[src/rtl/cpu_pkg.sv]
// cpu_pkg -- definitions shared by the CPU control path.
//   opcode_t : instruction opcodes, held at 8 bits so that any legal opcode
//              width (4..8) zero-extends onto the same constants
//   state_t  : sequencer run state
//   ctrl_t   : bundle of the datapath control strobes
//   lastStep : index of the final micro-step of each instruction
package cpu_pkg;

  typedef enum logic [7:0] {
    NOP = 8'h00,
    LDA = 8'h01,
    ADD = 8'h02,
    SUB = 8'h03,
    STA = 8'h04,
    LDI = 8'h05,
    JMP = 8'h06,
    JC  = 8'h07,
    JZ  = 8'h08,
    OUT = 8'h0E,
    HLT = 8'h0F
  } opcode_t;

  typedef enum logic {
    RUN    = 1'b0,
    HALTED = 1'b1
  } state_t;

  typedef struct packed {
    logic addressWEN;
    logic ramWEN;
    logic ramREN;
    logic iWEN;
    logic iREN;
    logic aWEN;
    logic aREN;
    logic aluREN;
    logic sub;
    logic bWEN;
    logic outputWEN;
    logic pcEN;
    logic pcREN;
    logic jump;
    logic flagWEN;
  } ctrl_t;

  // Last micro-step of each instruction; everything not listed ends at T2.
  function automatic int lastStep(opcode_t op);
    case (op)
      LDA, STA: return 3;
      ADD, SUB: return 4;
      default:  return 2;
    endcase
  endfunction

endpackage

[src/rtl/step_counter.sv]
// step_counter -- micro-step index register.
//   CLK, nRST : clock, asynchronous active-low reset
//   clear     : load 0 on the next edge (has priority over hold)
//   hold      : keep the current value
//   count     : current step index
module step_counter #(
  parameter int SW = 3
) (
  input  logic          CLK,
  input  logic          nRST,
  input  logic          clear,
  input  logic          hold,
  output logic [SW-1:0] count
);

  // NOTE: state registers use non-blocking assignments so every flop samples
  // pre-edge values regardless of process evaluation order.
  always_ff @(posedge CLK or negedge nRST) begin
    if (!nRST) begin
      count <= '0;
    end else if (clear) begin
      count <= '0;
    end else if (!hold) begin
      count <= count + SW'(1);
    end
  end

endmodule

[src/rtl/control_sequencer.sv]
// control_sequencer -- micro-step sequencer of a small accumulator CPU.
//   CLK, nRST      : clock, asynchronous active-low reset
//   opcode         : opcode field of the instruction register (OPW bits)
//   zero, carry    : latched ALU flags, used only by JZ / JC in T2
//   stall          : memory not ready; freezes the step and mutes strobes
//   halt           : CPU halted (sticky until reset)
//   addressWEN..flagWEN : datapath control strobes
//   step           : current micro-step index
//   instr_done     : current step is the final step of the instruction
module control_sequencer
  import cpu_pkg::*;
#(
  parameter int OPW   = 4,
  parameter int STEPS = 8,
  localparam int SW   = $clog2(STEPS)
) (
  input  logic           CLK,
  input  logic           nRST,
  input  logic [OPW-1:0] opcode,
  input  logic           zero,
  input  logic           carry,
  input  logic           stall,
  output logic           halt,
  output logic           addressWEN,
  output logic           ramWEN,
  output logic           ramREN,
  output logic           iWEN,
  output logic           iREN,
  output logic           aWEN,
  output logic           aREN,
  output logic           aluREN,
  output logic           sub,
  output logic           bWEN,
  output logic           outputWEN,
  output logic           pcEN,
  output logic           pcREN,
  output logic           jump,
  output logic           flagWEN,
  output logic [SW-1:0]  step,
  output logic           instr_done
);

  state_t      state, nextState;
  opcode_t     op;
  ctrl_t       ctrl;
  logic [7:0]  opExt;
  logic        haltNow;
  logic        atWrap;
  logic        stepClear;
  logic        stepHold;

  // Zero-extend so the full opcode is compared; upper bits set means NOP.
  assign opExt = 8'(opcode);

  always_comb begin
    case (opExt)
      LDA, ADD, SUB, STA, LDI, JMP, JC, JZ, OUT, HLT: op = opcode_t'(opExt);
      default:                                      op = NOP;
    endcase
  end

  // NOTE: every signal written here gets a default first, so no path through
  // the case statements can leave a value unassigned and infer a latch.
  always_comb begin
    ctrl       = '0;
    haltNow    = 1'b0;
    instr_done = 1'b0;
    if (state == RUN && !stall) begin
      case (int'(step))
        0: begin
          ctrl.addressWEN = 1'b1;
          ctrl.pcREN      = 1'b1;
        end
        1: begin
          ctrl.ramREN = 1'b1;
          ctrl.iWEN   = 1'b1;
          ctrl.pcEN   = 1'b1;
        end
        2: begin
          case (op)
            LDA, ADD, SUB, STA: begin
              ctrl.addressWEN = 1'b1;
              ctrl.iREN       = 1'b1;
            end
            LDI: begin
              ctrl.iREN = 1'b1;
              ctrl.aWEN = 1'b1;
            end
            JMP: begin
              ctrl.iREN = 1'b1;
              ctrl.jump = 1'b1;
            end
            JC: begin
              ctrl.iREN = carry;
              ctrl.jump = carry;
            end
            JZ: begin
              ctrl.iREN = zero;
              ctrl.jump = zero;
            end
            OUT: begin
              ctrl.aREN      = 1'b1;
              ctrl.outputWEN = 1'b1;
            end
            HLT:     haltNow = 1'b1;
            default: ;
          endcase
        end
        3: begin
          case (op)
            LDA: begin
              ctrl.ramREN = 1'b1;
              ctrl.aWEN   = 1'b1;
            end
            ADD, SUB: begin
              ctrl.ramREN = 1'b1;
              ctrl.bWEN   = 1'b1;
            end
            STA: begin
              ctrl.ramWEN = 1'b1;
              ctrl.aREN   = 1'b1;
            end
            default: ;
          endcase
        end
        4: begin
          if (op == ADD || op == SUB) begin
            ctrl.aWEN    = 1'b1;
            ctrl.aluREN  = 1'b1;
            ctrl.flagWEN = 1'b1;
            ctrl.sub     = (op == SUB);
          end
        end
        default: ;
      endcase
      instr_done = (int'(step) == lastStep(op));
    end
  end

  always_comb begin
    nextState = state;
    if (haltNow) nextState = HALTED;
  end

  always_ff @(posedge CLK or negedge nRST) begin
    if (!nRST) state <= RUN;
    else       state <= nextState;
  end

  // A step that reaches the top of the range without finishing is a decode
  // fault; restart the fetch rather than wrap through undefined steps.
  assign atWrap    = (step == SW'(STEPS - 1));
  assign stepClear = (state == HALTED) || instr_done ||
                     (state == RUN && !stall && atWrap);
  assign stepHold  = (state == RUN) && stall;

  step_counter #(.SW(SW)) u_stepCounter (
    .CLK   (CLK),
    .nRST  (nRST),
    .clear (stepClear),
    .hold  (stepHold),
    .count (step)
  );

  assign halt       = (state == HALTED) || haltNow;
  assign addressWEN = ctrl.addressWEN;
  assign ramWEN     = ctrl.ramWEN;
  assign ramREN     = ctrl.ramREN;
  assign iWEN       = ctrl.iWEN;
  assign iREN       = ctrl.iREN;
  assign aWEN       = ctrl.aWEN;
  assign aREN       = ctrl.aREN;
  assign aluREN     = ctrl.aluREN;
  assign sub        = ctrl.sub;
  assign bWEN       = ctrl.bWEN;
  assign outputWEN  = ctrl.outputWEN;
  assign pcEN       = ctrl.pcEN;
  assign pcREN      = ctrl.pcREN;
  assign jump       = ctrl.jump;
  assign flagWEN    = ctrl.flagWEN;

endmodule

[config.mk]
export PLATFORM = sky130hd
export DESIGN_NAME = control_sequencer
export DESIGN_NICKNAME = d
export VERILOG_FILES = /design/src/rtl/cpu_pkg.sv /design/src/rtl/step_counter.sv /design/src/rtl/control_sequencer.sv
export SDC_FILE = /design/constraint.sdc
export NUM_CORES = 1
export LEC_CHECK = 0
export CORE_UTILIZATION = 37
export CTS_BUF_LIST = sky130_fd_sc_hd__clkbuf_2
export DETAILED_ROUTE_END_ITERATION = 8
export PLACE_DENSITY = 0.77
export SLEW_MARGIN = 0
export SYNTH_ARGS = -nofsm -noshare
export SYNTH_HDL_FRONTEND = slang
export SYNTH_HIERARCHICAL = 1
export SYNTH_SLANG_ARGS = --single-unit
[constraint.sdc]
create_clock -name CLK -period 1.7 [get_ports CLK]
set_clock_uncertainty 0.15 [all_clocks]
set_input_delay 0.17 -clock CLK [delete_from_list [all_inputs] [get_ports CLK]]
set_output_delay 0.17 -clock CLK [all_outputs]
set_load 0.02 [all_outputs]
Word level (Yosys, flattened, before mapping)

Cells that the tools add are included.

Flip-flop bits (word level): 4
Input bits: 9
Output and inout bits: 20
Word-level logic and storage cells: 80

Add/subtract/negate cells: 1
Equality and inequality tests: 27
Multiplexer cells: 34
Bitwise gates (word level): 1
Reductions and logical operators: 15

Operators by type and width:

| operator                                                        | number |
|---|---|
| 4-bit by 3-bit == test with 1-bit output, second input constant | 8 |
| 4-bit by 32-bit == test with 1-bit output                       | 1 |
| 32-bit two-way mux                                              | 1 |
| 4-bit == test, second input constant                            | 6 |
| 1-bit two-way mux                                               | 20 |
| 4-bit by 2-bit == test with 1-bit output, second input constant | 4 |
| 15-bit two-way mux                                              | 1 |
| 10-bit OR reduction                                             | 1 |
| 1-bit case mux with 3 select lines                              | 3 |
| 4-bit by 1-bit == test with 1-bit output, second input constant | 2 |
| 3-bit by 2-bit == test with 1-bit output, second input constant | 2 |
| 3-bit == test, second input constant                            | 2 |
| 3-bit two-way mux                                               | 2 |
| 1-bit case mux with 2 select lines                              | 3 |
| 3-bit case mux with 2 select lines                              | 1 |
| 6-bit OR reduction                                              | 1 |
| 1-bit logical OR                                                | 4 |
| 2-bit two-way mux                                               | 2 |
| 4-bit two-way mux                                               | 1 |
| 2-bit OR reduction                                              | 2 |
| 4-bit OR reduction                                              | 1 |
| 3-bit by 1-bit adder with 3-bit output, second input constant   | 1 |
| 3-bit by 1-bit == test with 1-bit output, second input constant | 1 |
| 1-bit logical AND                                               | 3 |
| other kinds (5)                                                 | 5 |

Logic depth before layout (Yosys ltp)

Depth after elaboration: 12
Gate-level depth with buffers: 7
Gate-level depth less buffers: 6

Cells and area by module

Netlist, hierarchy kept.

Modules (own cells, without submodules):

| module            | times used | cells an instance | area each (sq um) | seq. area each (sq um) |
|---|---|---|---|---|
| control_sequencer | 1          | 68                | 445.4             | 25.0 |
| step_counter      | 1          | 12                | 145.1             | 75.1 |

Worst setup path after synthesis

No wires, ideal clock.

Path type: reg2reg
Start: register u_stepCounter.count[1]
End: register u_stepCounter.count[2]
Library setup time: 0.125 ns
Data arrival time: 1.747 ns
Data required time: 1.425 ns
Setup slack: -0.322 ns
Stages on the path, launching flop included: 8
Buffers on the path: 1
Clock period less this slack: 2.022 ns
Cells stage by stage: dfrtp_1 buf_4 nand2b_1 mux2_2 a21o_1 o21ai_1 nor2b_1 mux2_4

Word-level cells in the longest chain between the ends: 5
Elaborated cells on any way between the ends: 10
Those cells by class: 1 x add/sub; 3 x eq/ne; 3 x mux; 3 x reduce/logical

Ends and longest elaborated chain:

| element                                                              | line                     | source |
|---|---|---|
| start, declared                                                      | step_counter.sv:13       | `output logic [SW-1:0] count` |
| start signal, assigned                                               | step_counter.sv:24       | `count <= count + SW'(1);` |
| 4-bit by 32-bit == test with 1-bit output                            | control_sequencer.sv:136 | `instr_done = (int'(step) == lastStep(op));` |
| 1-bit two-way mux                                                    | control_sequencer.sv:68  | `if (state == RUN && !stall) begin` |
| 1-bit logical OR                                                     | control_sequencer.sv:153 | `assign stepClear = (state == HALTED) \|\| instr_done \|\|` |
| 1-bit logical OR (*)                                                 | control_sequencer.sv:153 |  |
| named net stepClear                                                  | control_sequencer.sv:49  | `logic stepClear;` |
| 2-bit inequality test (no line) or 3-bit two-way mux (tied branches) | --                       |  |

Mark *: on every way through the listed nets, which the timed path passes. The rest lies on a longest branch. The select of a mux whose other input is x is not followed.
A chain may end at the register's enable or synchronous reset.

Final worst setup path

Ends and elaborated chain as after synthesis.

==> run metrics <==
area grow syn2layout 88.6%; commonest cells in the netlist 14 x nor2_1, 5 x nand2_1; Core Util, Final 73.9%; top cell type by total area after synthesis dfrtp_1; Tcrit/Tclk final 110%; Ys Warns 6; Post-DP HPWL 1330 um; Worst EP arrival between 1.5 and 2 ns; worst skew pair latency between 0.15 and 0.2 ns; status finished with violations; syn avg cell area 7.38 sq um; # IOs 29; syn_nets 90; Least-Margin Pin Slew between 0.2 and 0.3 ns; Leak Pwr 0.556 nW; DRT Pass-1 Iters 4; Mapped Cells 80; TritonCTS clock tree built; Final Max Slew Viols 0; grt ovf 0; WHS slightly below 0.02 ns; Min-Delay Path Class in -> async; RSZ-0062 raised after global routing true; CTS H-Tree Depth 1; Vias around 770; Logic pwr share 78.8%; Async SR Flop Fraction 100%; nets 137; Synth area leaders dfrtp_1 17%, nor2_1 8.9%, xor2_1 5.9%; Inserted Clock Buffers 3; violated checks negative setup slack; crit path time final about 1.9 ns; Crit Path Class reg -> reg; core area 0.00151 sq mm; Std-Cell Rows 14; Initial Utilization 39.2%; placed cells roughly 140; Non-Filler Instances ~140; Sw Ratio between 40% and 50%; Setup WS post-layout -0.176 ns; initial DRC count 12; Root Driver clkbuf_2; DRC Markers 0; routed vias/inst 5.43; hold buffers post-CTS 0; top_reg_cell synth dfrtp_1; all-layer global routing usage 20.4%; diodes inserted 0; layout cell share with drive strength beyond 1 ~60%; Int Power 0.000728 W; Seq/Total Area, Yosys between 10% and 20%; Seq pwr share between 15 and 20%; Final GP Congestion 0.779; largest net degree at the start of global routing 11; final wirelength 1900 um; Distinct cells, synth 37; IO buf count 28; register bit total from synthesis 4; Worst-path clk slew approximately 0.04 ns; Routed WL per cell 13.4 um; cell with the most instances after synthesis nor2_1; Peak VDD IR 0.846 mV; share of the synthesized area in the top cell type 16.9%; Final Hold Viols 0; clock tree buffer depth 2; Final Setup Violations 13; Worst EP required ~1.6 ns; critical path endpoint category register; clock share of power 5.7%; Chip Width 42.0 um; PwrDens approximately 1300 mW/mm^2; CTS sink count 4; first-pass GRT wire length 2810 um; vias in the first global route roughly 670; Setup crit start kind register; post-route ant nets 0; Psw 0.000680 W; max capacitance violation total 0; Die Ht around 42 um; area of the mapped netlist approximately 590 sq um; CP max FO 5; f_max between 500 and 600 MHz; number of flops mapped to enable cells by yosys 0; Fillers about 120; Slew headroom approximately 80%; die area ~0.0018 sq mm; initial antenna violation count 0
cell usage in the layout, fill, tap and decap left out, types with 2 or more instances in the layout:
master / instances
inv_1: 2
o21ai_0: 3
dlygate4sd2_1: 7
buf_2: 2
nand2b_4: 2
a21o_1: 2
buf_4: 28
mux2_4: 2
nor2_1: 6
nor2b_1: 2
nor2_2: 5
clkdlybuf4s50_1: 3
clkbuf_2: 4
dfrtp_2: 3
nand2_1: 3
buf_6: 9
nand2_2: 2
a21oi_2: 2
nand3_1: 2
xor2_1: 4
nor3_2: 2
nand4_1: 2
nor2_4: 3
worst max-delay path, cell delays in order (launching register included):
cell and delay, ns:
dfrtp_2 0.45, nand2b_4 0.15, mux2_4 0.24, a21o_1 0.18, o21ai_2 0.21, nor2b_1 0.08, mux2_4 0.28
sequential cells by signal, summed over array words and instances (netlist names):
name / cells
state: 1
u_stepCounter/count: 3
area by class of cell:
type	count	area, sq um	area share, %
Multi-Input combinational cell	65	546	49.0
Sequential cell	4	104	9.33
Tap cell	16	20.0	1.80
Timing Repair Buffer	50	418	37.5
Inverter	3	11.3	1.01
Clock buffer	3	15.0	1.35
metal layers:
layer	GRT usage (%)	up-vias	wire, um
li1	-	375	-
met1	27.4	365	869
met2	33.1	24	922
met3	3.04	2	94
met4	7.10	0	8
met5	0	-	0
metrics by stage:
| stage | instance area [sq um] | TNS [ns] | power (W) | setup slack, ns |
|---|---|---|---|---|
| 2_1_floorplan | 659 | -0.470 | 0.000783 | -0.209 |
| 3_5_place_dp | 1040 | -11.91 | 0.00120 | -0.734 |
| 5_1_grt | 1110 | -1.87 | 0.00150 | -0.223 |
| 6_report | 1110 | -0.783 | 0.00141 | -0.176 |
| 4_1_cts | 1040 | -0.574 | 0.00127 | -0.106 |
| 3_3_place_gp | 1040 | -11.42 | 0.00117 | -0.710 |
power by group through the flow:
stage	sequential [W]	clock (W)	combinational (W)
after floorplan	0.000239	0	0.000544
after global routing	0.000220	0.0000940	0.00119
after detailed placement	0.000204	0	0.000993
final	0.000218	0.0000800	0.00111
after global placement	0.000203	0	0.000972
after CTS	0.000211	0.0000844	0.000972
cells by family after synthesis:
| family | share of synthesized area (%) |
|---|---|
| compound gates | 16.7 |
| xor+xnor | 5.93 |
| fa+ha+maj | 2.12 |
| buf+inv | 11.4 |
| flops | 16.9 |
| mux | 6.14 |
| simple gates | 40.7 |
repair_timing:
action,in CTS,in global routing
buffers inserted,1,4
resized for setup,103,20
setup endpoints to repair,23,19
pin swaps,11,8
worst paths after layout:
kind,start,endpoint,slack (ns),cells after the start
setup / recovery,u_stepCounter/count[1],u_stepCounter/count[2],-0.18,6
hold / removal,nRST,u_stepCounter/count[0],0.02,1
setup reg to reg,u_stepCounter/count[1],u_stepCounter/count[2],-0.18,6
hold reg to reg,state,state,0.44,2
max in group asynchronous,nRST,u_stepCounter/count[2],1.21,1
min in group CLK,state,state,0.44,2
No activity file was read; power rests on OpenSTA's default activity.
